$ cat config.mk
export PLATFORM = sky130hd
export DESIGN_NAME = values_to_bit_converter
export DESIGN_NICKNAME = d
export VERILOG_FILES = /design/src/rtl/bitsparse_pkg.sv /design/src/rtl/values_to_bit_converter_lsb_enc.sv /design/src/rtl/values_to_bit_converter.sv
export SDC_FILE = /design/constraint.sdc
export NUM_CORES = 1
export LEC_CHECK = 0
export CELL_PAD_IN_SITES_DETAIL_PLACEMENT = 2
export CELL_PAD_IN_SITES_GLOBAL_PLACEMENT = 2
export CORE_MARGIN = 8
export CORE_UTILIZATION = 30
export DETAILED_ROUTE_END_ITERATION = 16
export DONT_BUFFER_PORTS = 1
export GPL_ROUTABILITY_DRIVEN = 0
export GPL_TIMING_DRIVEN = 0
export PLACE_DENSITY = 0.73
export SLEW_MARGIN = 20
export SYNTH_ARGS = -nofsm -noshare
export SYNTH_HDL_FRONTEND = slang
export SYNTH_SLANG_ARGS = --single-unit
export TNS_END_PERCENT = 1
$ cat constraint.sdc
create_clock -name CLK -period 2.2 [get_ports CLK]
set_input_delay 0.22 -clock CLK [delete_from_list [all_inputs] [get_ports CLK]]
set_output_delay 0.22 -clock CLK [all_outputs]
set_load 0.05 [all_outputs]
$ cat src/rtl/bitsparse_pkg.sv
// Shared widths and types for the bit-sparsity front end.
// Sets the operand width and the width of an emitted bit index.
package bitsparse_pkg;
  localparam int WIDTH   = 8;
  localparam int PLACE_W = $clog2(WIDTH);

  typedef logic [WIDTH-1:0]   value_t;
  typedef logic [PLACE_W-1:0] place_t;
endpackage

$ cat src/rtl/values_to_bit_converter_lsb_enc.sv
// Lowest-set-bit priority encoder, lowest index wins.
// in: value; out: idx, any (value != 0), cleared (value, idx bit cleared)
module lowest_set_bit_encoder
  import bitsparse_pkg::*;
(
  input  logic [WIDTH-1:0]   value,
  output logic [PLACE_W-1:0] idx,
  output logic               any,
  output logic [WIDTH-1:0]   cleared
);

  // The scan runs high to low, so the last hit is the lowest index.
  always_comb begin
    idx = '0;
    any = 1'b0;
    for (int i = WIDTH - 1; i >= 0; i--) begin
      if (value[i]) begin
        idx = PLACE_W'(i);
        any = 1'b1;
      end
    end
  end

  // x & (x-1) drops the lowest set bit. When x is 0 the result is also 0.
  assign cleared = value & (value - WIDTH'(1));

endmodule

$ cat src/rtl/values_to_bit_converter.sv
// Emits the set-bit positions of each accepted operand, LSB first, one per clock.
// in: CLK, RST, InputValue/InputValid; out: InputReady, BitPlace/BitValid/BitLast, ZeroValue
module values_to_bit_converter
  import bitsparse_pkg::*;
(
  input  logic               CLK,
  input  logic               RST,
  input  logic [WIDTH-1:0]   InputValue,
  input  logic               InputValid,
  output logic               InputReady,
  output logic [PLACE_W-1:0] BitPlace,
  output logic               BitValid,
  output logic               BitLast,
  output logic               ZeroValue
);

  value_t remaining_q, remaining_d;
  place_t place_q, place_d;
  logic   valid_q, valid_d;
  logic   last_q, last_d;
  logic   zero_q, zero_d;

  place_t rem_idx, in_idx;
  logic   rem_any, in_any;
  value_t rem_clr, in_clr;
  logic   accept;

  lowest_set_bit_encoder u_rem_enc (
    .value   (remaining_q),
    .idx     (rem_idx),
    .any     (rem_any),
    .cleared (rem_clr)
  );

  lowest_set_bit_encoder u_in_enc (
    .value   (InputValue),
    .idx     (in_idx),
    .any     (in_any),
    .cleared (in_clr)
  );

  assign InputReady = ~rem_any;
  assign accept     = InputValid & InputReady;

  always_comb begin
    remaining_d = remaining_q;
    place_d     = place_q;
    valid_d     = 1'b0;
    last_d      = 1'b0;
    zero_d      = 1'b0;
    if (rem_any) begin
      place_d     = rem_idx;
      valid_d     = 1'b1;
      last_d      = (rem_clr == '0);
      remaining_d = rem_clr;
    end else if (accept) begin
      if (in_any) begin
        place_d     = in_idx;
        valid_d     = 1'b1;
        last_d      = (in_clr == '0);
        remaining_d = in_clr;
      end else begin
        zero_d = 1'b1;
      end
    end
  end

  always_ff @(posedge CLK) begin
    if (RST) begin
      remaining_q <= '0;
      place_q     <= '0;
      valid_q     <= 1'b0;
      last_q      <= 1'b0;
      zero_q      <= 1'b0;
    end else begin
      remaining_q <= remaining_d;
      place_q     <= place_d;
      valid_q     <= valid_d;
      last_q      <= last_d;
      zero_q      <= zero_d;
    end
  end

  assign BitPlace  = place_q;
  assign BitValid  = valid_q;
  assign BitLast   = last_q;
  assign ZeroValue = zero_q;

endmodule

## Word-level counts from Yosys, hierarchy flattened

Index checks and enable logic that the tools add are counted.

| storage, ports and cells | value |
|---|---|
| output and inout bits | 7 |
| logic and storage cells | 63 |
| flip-flop bits (word level) | 14 |

| cells by class | value |
|---|---|
| reduce and logical (&&, ||, !) cells | 6 |
| bitwise operators | 5 |
| multiplexer cells | 45 |
| $add $sub $neg | 2 |

Operator list:

| operator | count |
|---|---|
| $mux W3 | 19 |
| $mux W8 | 3 |
| $mux W1 | 23 |
| $and A8 B8 Y8 | 2 |
| $logic_not A8 Y1 | 2 |
| $sub A8 B1 Y8 const B | 2 |
| $reduce_bool A2 Y1 | 2 |
| $reduce_or A3 Y1 | 1 |
| $not A1 Y1 | 2 |
| $reduce_and A2 Y1 | 1 |
| $and A1 B1 Y1 | 1 |

## Depth between registers and ports, before layout

Gate-level depths: netlist of run 1.

| depth | value |
|---|---|
| depth in word-level cells | 12 |
| mapped depth | 6 |

## Hierarchy

A second synthesis of run 1 with hierarchy kept.

| unflattened totals | value |
|---|---|
| cell total of the unflattened synthesis | 123 |
| area, all modules | 945.9 µm² |

By module, submodules not included:

| module | cells each | times used | seq. area each (µm²) | area each (µm²) |
|---|---|---|---|---|
| values_to_bit_converter | 77 | 1 | 280.3 | 648.1 |
| lowest_set_bit_encoder | 23 | 2 | 0.0 | 148.9 |

## Worst setup path before layout of run 1

Ideal clock, no wire load.

| timing | value |
|---|---|
| path kind | reg-to-reg |
| from | register remaining_q[5] |
| to | register place_q[1], in the netlist BitPlace[1] |
| setup slack | 0.553 ns |
| buffers on the path | 1 |
| arrival | 1.556 ns |
| data required time | 2.109 ns |
| cell stages (with the launch flop) | 7 |
| cells stage by stage | dfxtp_1 > clkbuf_1 > nor4_1 > nand2_1 > inv_2 > nand3_1 > a311oi_1 |

| on the way | value |
|---|---|
| longest elaborated chain between the ends | 10 |
| elaborated cells on any way between the ends | 18 |

Ends and longest elaborated chain:

| item | RTL line | RTL |
|---|---|---|
| from (decl) | values_to_bit_converter.sv:17 | `value_t remaining_q, remaining_d;` |
| from (signal assigned) | values_to_bit_converter.sv:76 | `remaining_q <= remaining_d;` |
| $mux W1 (6 in series) | values_to_bit_converter_lsb_enc.sv:17 | `if (value[i]) begin` |
| $not A1 Y1 | values_to_bit_converter.sv:42 | `assign InputReady = ~rem_any;` |
| via InputReady | values_to_bit_converter.sv:10 | `output logic InputReady,` |
| $and A1 B1 Y1 | values_to_bit_converter.sv:43 | `assign accept = InputValid & InputReady;` |
| $reduce_bool A2 Y1 (no line) | -- |  |
| $reduce_and A2 Y1 (no line) | -- |  |
| to (signal assigned) | values_to_bit_converter.sv:77 | `place_q <= place_d;` |
| to (decl) | values_to_bit_converter.sv:18 | `place_t place_q, place_d;` |

The timed path passes the listed nets, and every way through them passes these cells.
A chain may end at the register's enable or synchronous reset.

## Worst setup path in the final report of run 1

| timing | value |
|---|---|
| from | register remaining_q[5] |
| to | register remaining_q[2] |

| on the way | value |
|---|---|
| longest elaborated chain between the ends | 10 |
| elaborated cells on any way between the ends | 12 |

Ends and longest elaborated chain:

| item | RTL line |
|---|---|
| $mux W1 (6 in series) | values_to_bit_converter_lsb_enc.sv:17 |
| $not A1 Y1 | values_to_bit_converter.sv:42 |
| via InputReady | values_to_bit_converter.sv:10 |
| $and A1 B1 Y1 | values_to_bit_converter.sv:43 |
| $reduce_bool A2 Y1 (no line) | -- |
| $reduce_and A2 Y1 (no line) | -- |

The timed path passes the listed nets, and every way through them passes these cells.

==> impl_metrics.toml, run 1 <==
[timing]
worstMarginPinSlew_ns = 0.827
post-route-min-period_ns = 2.00
maxSlewHeadroom_pct = 44.3
hold_viol_final = 0
fin_skew_ns = 0.00867
fin_ws_ns = 0.198
setup_viol = 0
slew_violations = 0
fin_crit_sh_pct = 91.0
fmax_ghz = 0.499
rsz0062_at_grt = "no"
setup_tns_ns = 0

[worst_setup_path]
r2r-end = "remaining_q[2]"
cp.required_ns = 2.37
crit_start = "remaining_q[5]"
criticalPathCategory = "reg2reg"
worst_setup_path_end_kind = "flip-flop"
r2r_slack_ns = 0.20
setup.worst_path.end = "remaining_q[2]"
worstPathMaxFanout = 10
ff2ff_path_depth = 6
start_kind = "flip-flop"
r2r-start = "remaining_q[5]"
cp.arrival_ns = 2.17

[routing]
via_count = 833
drtIter0Drc = 55
vias_per_cell = 5.78
wire_per_inst_um = 19.2
drt_wl_total_um = 2760
drc_errors = 0
drt-pass1-iter-count = 4
ant_nets = 0

[logic_synthesis]
yosys-top-cells-area = "dfxtp_1 32%, a21oi_1 7.3%, nor3_1 4.9%, o211ai_1 4.6%, nor2_1 4.1%"
ys_ff_latch = 13
syn_area_per_cell_um2 = 7.62
synth_cell_types = 32
synthCells = 108
yosys.cell_count.top_type = "dfxtp_1"
synth_area_leader_cell = "dfxtp_1"
synth_top_area_share_pct = 31.6
synth_nets = 119
mappedNetlistArea_um2 = 823
synth-main-ff-cell = "dfxtp_1"
yosysSeqAreaShare_pct = 31.6
synth.top_cells.by_count = "13 x dfxtp_1, 12 x a21oi_1, 9 x nor2_1"
synth-edff-count = 0
async_reset_ff_share_pct = 0
ys_warn_count = 0

[pwr]
ir_drop_uv = 780
powerDensity_mw_per_mm2 = 1700
leakage_uw = 0.000314

[layout]
fin_cells = 144
design_area_um2 = 900
area_delta_synth_final_pct = 9.27
fin_nets = 125
layout-drive-gt1-share_pct = 11.5
fillCellCount = 324
diodes = 0

[floorplanning]
core_mm2 = 0.00269
dieHeight_um = 68.4
rows = 19
initial_core_util_pct = 30.6
io-pin-count = 18
die-width_um = 68.4
die-area_mm2 = 0.00468

[global_route]
grt_antenna_before_repair = 0
grt_pass1_vias = 894
grtUsageTotal_pct = 12.4
grt.overflow.total = 0
grt_pass1_wl_um = 4410
grt_max_degree = 11

[status]
outcome = "completed"

[clock_network]
cts.sinks = 13
cts_buffer_depth = 2
numCtsBuffers = 3
cts-htree-levels = 1
cts_tree = "yes"
root_buffer = "clkbuf_4"
clock_latency_ns = 0.29
clkTransAtPathRegs_ns = 0.09

[min_path]
worst_hold_path_type = "in2reg"

[placed_design]
portBuffers = 0
place_area_um2 = 862
dp_slack_ns = 0.154
place_inst = 139
dp_hpwl_um = 2090

[run]
drv_cap = 0
-- routing by layer --
metal / global-route usage (%) / vias to the layer above / share of wire, %
met4: 5.37 / 0 / 1.6
met2: 20.8 / 11 / 49
met1: 15.2 / 403 / 46
met5: 0 / - / 0
met3: 2.13 / 5 / 3.2
li1: - / 414 / -
-- layout make-up --
| class | count | area [µm²] | share of cell area (%) |
|---|---|---|---|
| Buffer | 6 | 33.8 | 3.76 |
| Clock buffer | 4 | 26.3 | 2.92 |
| Inverter | 7 | 27.5 | 3.06 |
| Multi-Input combinational cell | 82 | 503 | 55.9 |
| Sequential cell | 13 | 260 | 28.9 |
| Tap cell | 31 | 38.8 | 4.31 |
| Timing Repair Buffer | 1 | 10.0 | 1.11 |
-- state kept, by name, summed over array words and instances (netlist names) --
signal	flops
BitLast	1
ZeroValue	1
BitValid	1
remaining_q	7
BitPlace	3
-- how the worst min path moves through the flow --
stage	from	endpoint	slack, ns	cells past startpoint
2_1_floorplan	RST	BitPlace[2]	0.29	1
3_3_place_gp	RST	BitPlace[2]	0.29	1
3_5_place_dp	RST	BitPlace[2]	0.29	1
4_1_cts	RST	ZeroValue	0.008	1
5_1_grt	RST	ZeroValue	0.008	1
6_report	RST	ZeroValue	0.01	1
-- power breakdown --
part	leakage, µW	switching [µW]	internal, µW
sequential	0.000107	170	322
clock	0.0000150	86.9	70.5
combinational	0.000192	614	267
total	0.000314	871	659
-- kinds of logic (layout without fill, tap and decap cells) --
| group | after synthesis | in the layout | synth area share [%] |
|---|---|---|---|
| AO/OA/AOI/OAI | 38 | 38 | 33.3 |
| AND/OR/NAND/NOR | 43 | 43 | 26.6 |
| buffers and inverters | 13 | 18 | 7.29 |
| flip-flops | 13 | 13 | 31.6 |
| adder cells (fa/ha/maj) | 1 | 1 | 1.22 |
-- metrics by stage --
| stage | total power [µW] | utilization (%) | hold slack [ns] |
|---|---|---|---|
| floorplan | 1160 | - | 0.289 |
| global placement | 1330 | 32.1 | 0.292 |
| detailed placement | 1370 | 32.1 | 0.293 |
| CTS | 1540 | 33.4 | 0.00804 |
| global route | 1650 | 33.5 | 0.00757 |
| finish | 1530 | 33.5 | 0.00981 |
-- what timing repair did --
item                       CTS  global route
hold buffers                 1             0
setup endpoints to repair    0             8
setup buffers                0             0
hold endpoints to repair     2             0
resized for setup            0             1
-- cells in the final DEF, fill, tap and decap left out, drive strengths merged, types with 3 or more instances in the layout --
master	instances
dfxtp	13
a21oi	12
nor2	9
nor3	8
nand2	8
inv	6
clkbuf	6
nor4	5
nand3	5
o21ai	5
o211ai	5
buf	4
o31ai	3
a21o	3
a2111oi	3
-- worst max-delay path, stage by stage (launching register included) --
cell and delay (ns):
dfxtp_1 0.30, clkbuf_1 0.19, nor4_1 0.42, nand2_1 0.25, clkinv_2 0.31, a21o_1 0.33
a21oi_1 0.07
Note: power is estimated with default switching activity, not from simulation.
==> inputs of run 2 (changes only) <==
- PLACE_DENSITY: 0.73 -> not set
- PLACE_DENSITY_LB_ADDON: not set -> 0.1
==> run 2 against run 1 <==
Worst setup slack improved by 0.036 ns. Total power decreased by 2.0%. Routed wire length decreased by 7.4%. Largest cell class unchanged. Non-clock buffer count unchanged. Highest routed layer unchanged. Largest power group unchanged.
==> impl_metrics.toml, run 2 (synthesis gave the netlist of run 1 again) <==
[status]
outcome = "completed"

[timing]
worstMarginPinSlew_ns = 0.803
post-route-min-period_ns = 1.97
fin_crit_sh_pct = 89.4
hold_viol_final = 0
setup_tns_ns = 0
setup_viol = 0
fmax_ghz = 0.509
fin_ws_ns = 0.234
rsz0062_at_grt = "no"
maxSlewHeadroom_pct = 46.0
fin_skew_ns = 0.0101
slew_violations = 0

[worst_setup_path]
r2r-end = "BitPlace[1]"
ff2ff_path_depth = 6
r2r_slack_ns = 0.23
r2r-start = "remaining_q[5]"
worst_setup_path_end_kind = "flip-flop"
cp.required_ns = 2.39
cp.arrival_ns = 2.16
start_kind = "flip-flop"
worstPathMaxFanout = 10
criticalPathCategory = "reg2reg"

[clock_network]
cts_buffer_depth = 2
clkTransAtPathRegs_ns = 0.09
cts_setup_buffers = 0
numCtsBuffers = 3
clock_latency_ns = 0.29
cts-htree-levels = 1
root_buffer = "clkbuf_4"
cts_tree = "yes"
cts.sinks = 13

[floorplanning]
die-area_mm2 = 0.00468
core_mm2 = 0.00269
dieHeight_um = 68.4
initial_core_util_pct = 30.6
die-width_um = 68.4
io-pin-count = 18
rows = 19

[pwr]
ir_drop_uv = 655
powerDensity_mw_per_mm2 = 1660
leakage_uw = 0.000315
power_uw = 1500

[routing]
vias_per_cell = 5.78
via_count = 832
drc_errors = 0
drt_wl_total_um = 2560
drtIter0Drc = 35
drt-pass1-iter-count = 3
wire_per_inst_um = 17.8
ant_nets = 0

[min_path]
holdPathEnd = "remaining_q[1]"
hp-start = "InputValue[1]"
worst_hold_path_type = "in2reg"
min_path_cells = 2

[layout]
area_delta_synth_final_pct = 9.88
fillCellCount = 333
final_common_cell = "dfxtp_1"
multi_input_area_um2 = 508
layout-drive-gt1-share_pct = 12.4
diodes = 0
fin_nets = 125
largest_reg_flops = 7
final_cell_mix = "13 x dfxtp_1, 12 x a21oi_1, 9 x nor2_1, 8 x nand2_1, 7 x nor3_1"
top_register = "remaining_q"
seq_area_um2 = 260

[placed_design]
dp_slack_ns = 0.116
dp_hpwl_um = 1980
portBuffers = 0

[global_route]
grt.overflow.total = 0
grt_pass1_wl_um = 4240
grt_max_degree = 11
grtUsageTotal_pct = 12.0
grt_pass1_vias = 879
grt_antenna_before_repair = 0

[run]
drv_cap = 0
run 2: area by class of cell:
cell class	count	area share, %
tap	31	4.29
buffer	6	3.73
clock buffer	4	2.90
multi-input combinational	82	56.2
sequential	13	28.8
timing repair buffer	1	1.11
inverter	7	3.04
run 2: critical path, stage by stage, from the launching register on:
cell and delay (ns):
dfxtp_1 0.31, clkbuf_1 0.19, nor4_1 0.41, nand2_1 0.23, clkinv_2 0.29, nand3_1 0.15
a311oi_1 0.29
run 2: what timing repair did:
action,CTS,global route
hold buffers,1,0
resized for setup,0,2
setup endpoints to repair,0,8
hold endpoints to repair,3,0
run 2: how the worst max path moves through the flow:
stage                         startpoint        endpoint  slack (ns)  cells after the start
after floorplan           remaining_q[5]     BitPlace[1]        0.55                      6
after global placement    remaining_q[5]  remaining_q[2]        0.15                      6
after detailed placement  remaining_q[5]  remaining_q[6]        0.12                      6
after CTS                 remaining_q[5]  remaining_q[2]        0.09                      6
after global routing      remaining_q[5]     BitPlace[1]        0.01                      6
final                     remaining_q[5]     BitPlace[1]        0.23                      6
run 2: report_power, final:
group	leakage, µW	switching [µW]	total, µW	internal (µW)
clock	0.0000150	86.7	157	70.5
combinational	0.000193	579	850	271
sequential	0.000107	171	493	322
run 2: metrics by stage:
step	std cells	instance area [µm²]	hold slack (ns)	util, %
floorplan	108	823	0.289	-
global placement	139	862	0.292	32.1
detailed placement	139	862	0.294	32.1
CTS	144	898	0.0613	33.4
global route	144	905	0.0715	33.7
finish	144	905	0.0683	33.7
run 2: metal layers:
metal  vias up  global-route usage (%)  share of wire (%)
li1        413                       -                  -
met1       399                    15.1                 48
met2        15                    18.2                 45
met3         5                    2.95                4.5
met4         0                    6.91                2.2
met5         -                       0                  0
==> inputs of run 3 (changes only) <==
==> constraint.sdc (replaced) <==
create_clock -name CLK -period 2.2 [get_ports CLK]
set_input_delay 0.22 -clock CLK [delete_from_list [all_inputs] [get_ports CLK]]
set_output_delay 0.22 -clock CLK [all_outputs]
set_load 0.1 [all_outputs]
==> run 3 against run 2 <==
Register-to-register slack about the same. Utilization increased by 0.14 points. Routed wire length decreased by 0.27%. Critical path type unchanged.
==> impl_metrics.toml, run 3 (synthesis gave the netlist of run 1 again) <==
[placed_design]
dp_hpwl_um = 1980
dp_slack_ns = -0.0700
portBuffers = 0
place_inst = 139

[layout]
fin_nets = 125
diodes = 0
multi_input_area_um2 = 508
fillCellCount = 333
layout-drive-gt1-share_pct = 12.4
area_delta_synth_final_pct = 10.3
final_common_cell = "dfxtp_1"
top_register = "remaining_q"
largest_reg_flops = 7
seq_area_um2 = 260
fin_cells = 144
final_cell_mix = "13 x dfxtp_1, 12 x a21oi_1, 9 x nor2_1, 8 x nand2_1, 7 x nor3_1"

[global_route]
grt_pass1_wl_um = 4240
grt_antenna_before_repair = 0
grt_pass1_vias = 879
grtUsageTotal_pct = 12.0
grt.overflow.total = 0
grt_max_degree = 11

[routing]
ant_nets = 0
drc_errors = 0
drt_wl_total_um = 2550
wire_per_inst_um = 17.7
via_count = 835
vias_per_cell = 5.80
drtIter0Drc = 37
drt-pass1-iter-count = 3

[worst_setup_path]
r2r_slack_ns = 0.23
worstPathMaxFanout = 10
r2r-end = "BitPlace[1]"
start_kind = "flip-flop"
ff2ff_path_depth = 6
cp.required_ns = 2.39
worst_setup_path_end_kind = "flip-flop"
criticalPathCategory = "reg2reg"
r2r-start = "remaining_q[5]"
cp.arrival_ns = 2.16

[timing]
worstMarginPinSlew_ns = 0.976
hold_viol_final = 0
rsz0062_at_grt = "no"
slew_violations = 0
fin_skew_ns = 0.00973
setup_viol = 0
maxSlewHeadroom_pct = 34.8
fin_crit_sh_pct = 89.4
fmax_ghz = 0.509
whs_ns = 0.0679
fin_ws_ns = 0.234
post-route-min-period_ns = 1.97

[status]
outcome = "completed"

[floorplanning]
core_mm2 = 0.00269
initial_core_util_pct = 30.6
dieHeight_um = 68.4
die-area_mm2 = 0.00468
rows = 19
io-pin-count = 18
die-width_um = 68.4

[clock_network]
clkTransAtPathRegs_ns = 0.09
numCtsBuffers = 3
cts_buffer_depth = 2
cts-htree-levels = 1
cts_setup_buffers = 0
cts.sinks = 13
cts_tree = "yes"
clock_latency_ns = 0.29
root_buffer = "clkbuf_4"

[min_path]
hp-start = "InputValue[1]"
min_path_cells = 2
worst_hold_path_type = "in2reg"
holdPathEnd = "remaining_q[1]"

[run]
drv_cap = 0
run 3: cell count changes in the layout (fill, tap and decap cells not counted):
| cell | delta |
|---|---|
| clkinv_2 | -1 |
| clkinv_4 | +1 |
run 3: layer usage:
layer / global-route usage, % / share of wire [%] / routed length, µm / up-vias
met5: 0 / 0 / 0 / -
met4: 6.91 / 2.2 / 57 / 0
met3: 2.95 / 4.5 / 115 / 5
met2: 18.2 / 46 / 1170 / 15
met1: 15.1 / 47 / 1210 / 402
li1: - / - / - / 413
run 3: layout make-up:
cell class                      instances  area share, %
Tap cell                               31           4.27
Multi-Input combinational cell         82           55.9
Timing Repair Buffer                    1           1.10
Buffer                                  6           3.72
Clock buffer                            4           2.89
Inverter                                7           3.44
Sequential cell                        13           28.7
run 3: worst max-delay path: stages, from the launching register on:
cell and delay (ns):
dfxtp_1 0.31, clkbuf_1 0.19, nor4_1 0.41, nand2_1 0.26, clkinv_4 0.27, nand3_1 0.14, a311oi_1 0.29
run 3: repair_timing:
action | 4_1_cts | 5_1_grt
endpoints found under the setup margin | 9 | 8
hold endpoints to repair | 3 | 0
gates cloned | 0 | 0
hold buffers | 1 | 0
gates resized for setup | 1 | 3
run 3: worst max-delay path by stage:
stage          slack (ns)  cells after the start      startpoint              to
6_report             0.23                      6  remaining_q[5]     BitPlace[1]
2_1_floorplan        0.37                      6  remaining_q[5]     BitPlace[1]
3_5_place_dp        -0.07                      6  remaining_q[5]     BitPlace[1]
5_1_grt              0.01                      6  remaining_q[5]     BitPlace[1]
4_1_cts              0.07                      6  remaining_q[5]  remaining_q[2]
3_3_place_gp        -0.04                      6  remaining_q[5]     BitPlace[1]
run 3: stage by stage:
step	utilization (%)	area [µm²]	TNS, ns
global route	33.8	908	0
floorplan	-	823	0
CTS	33.5	901	0
global placement	32.1	862	-0.162
detailed placement	32.1	862	-0.429
finish	33.8	908	0
Power of run 3 is left out: the tool's default activity adds up to more than one toggle a clock period on the data nets, which glitch-free logic cannot reach.
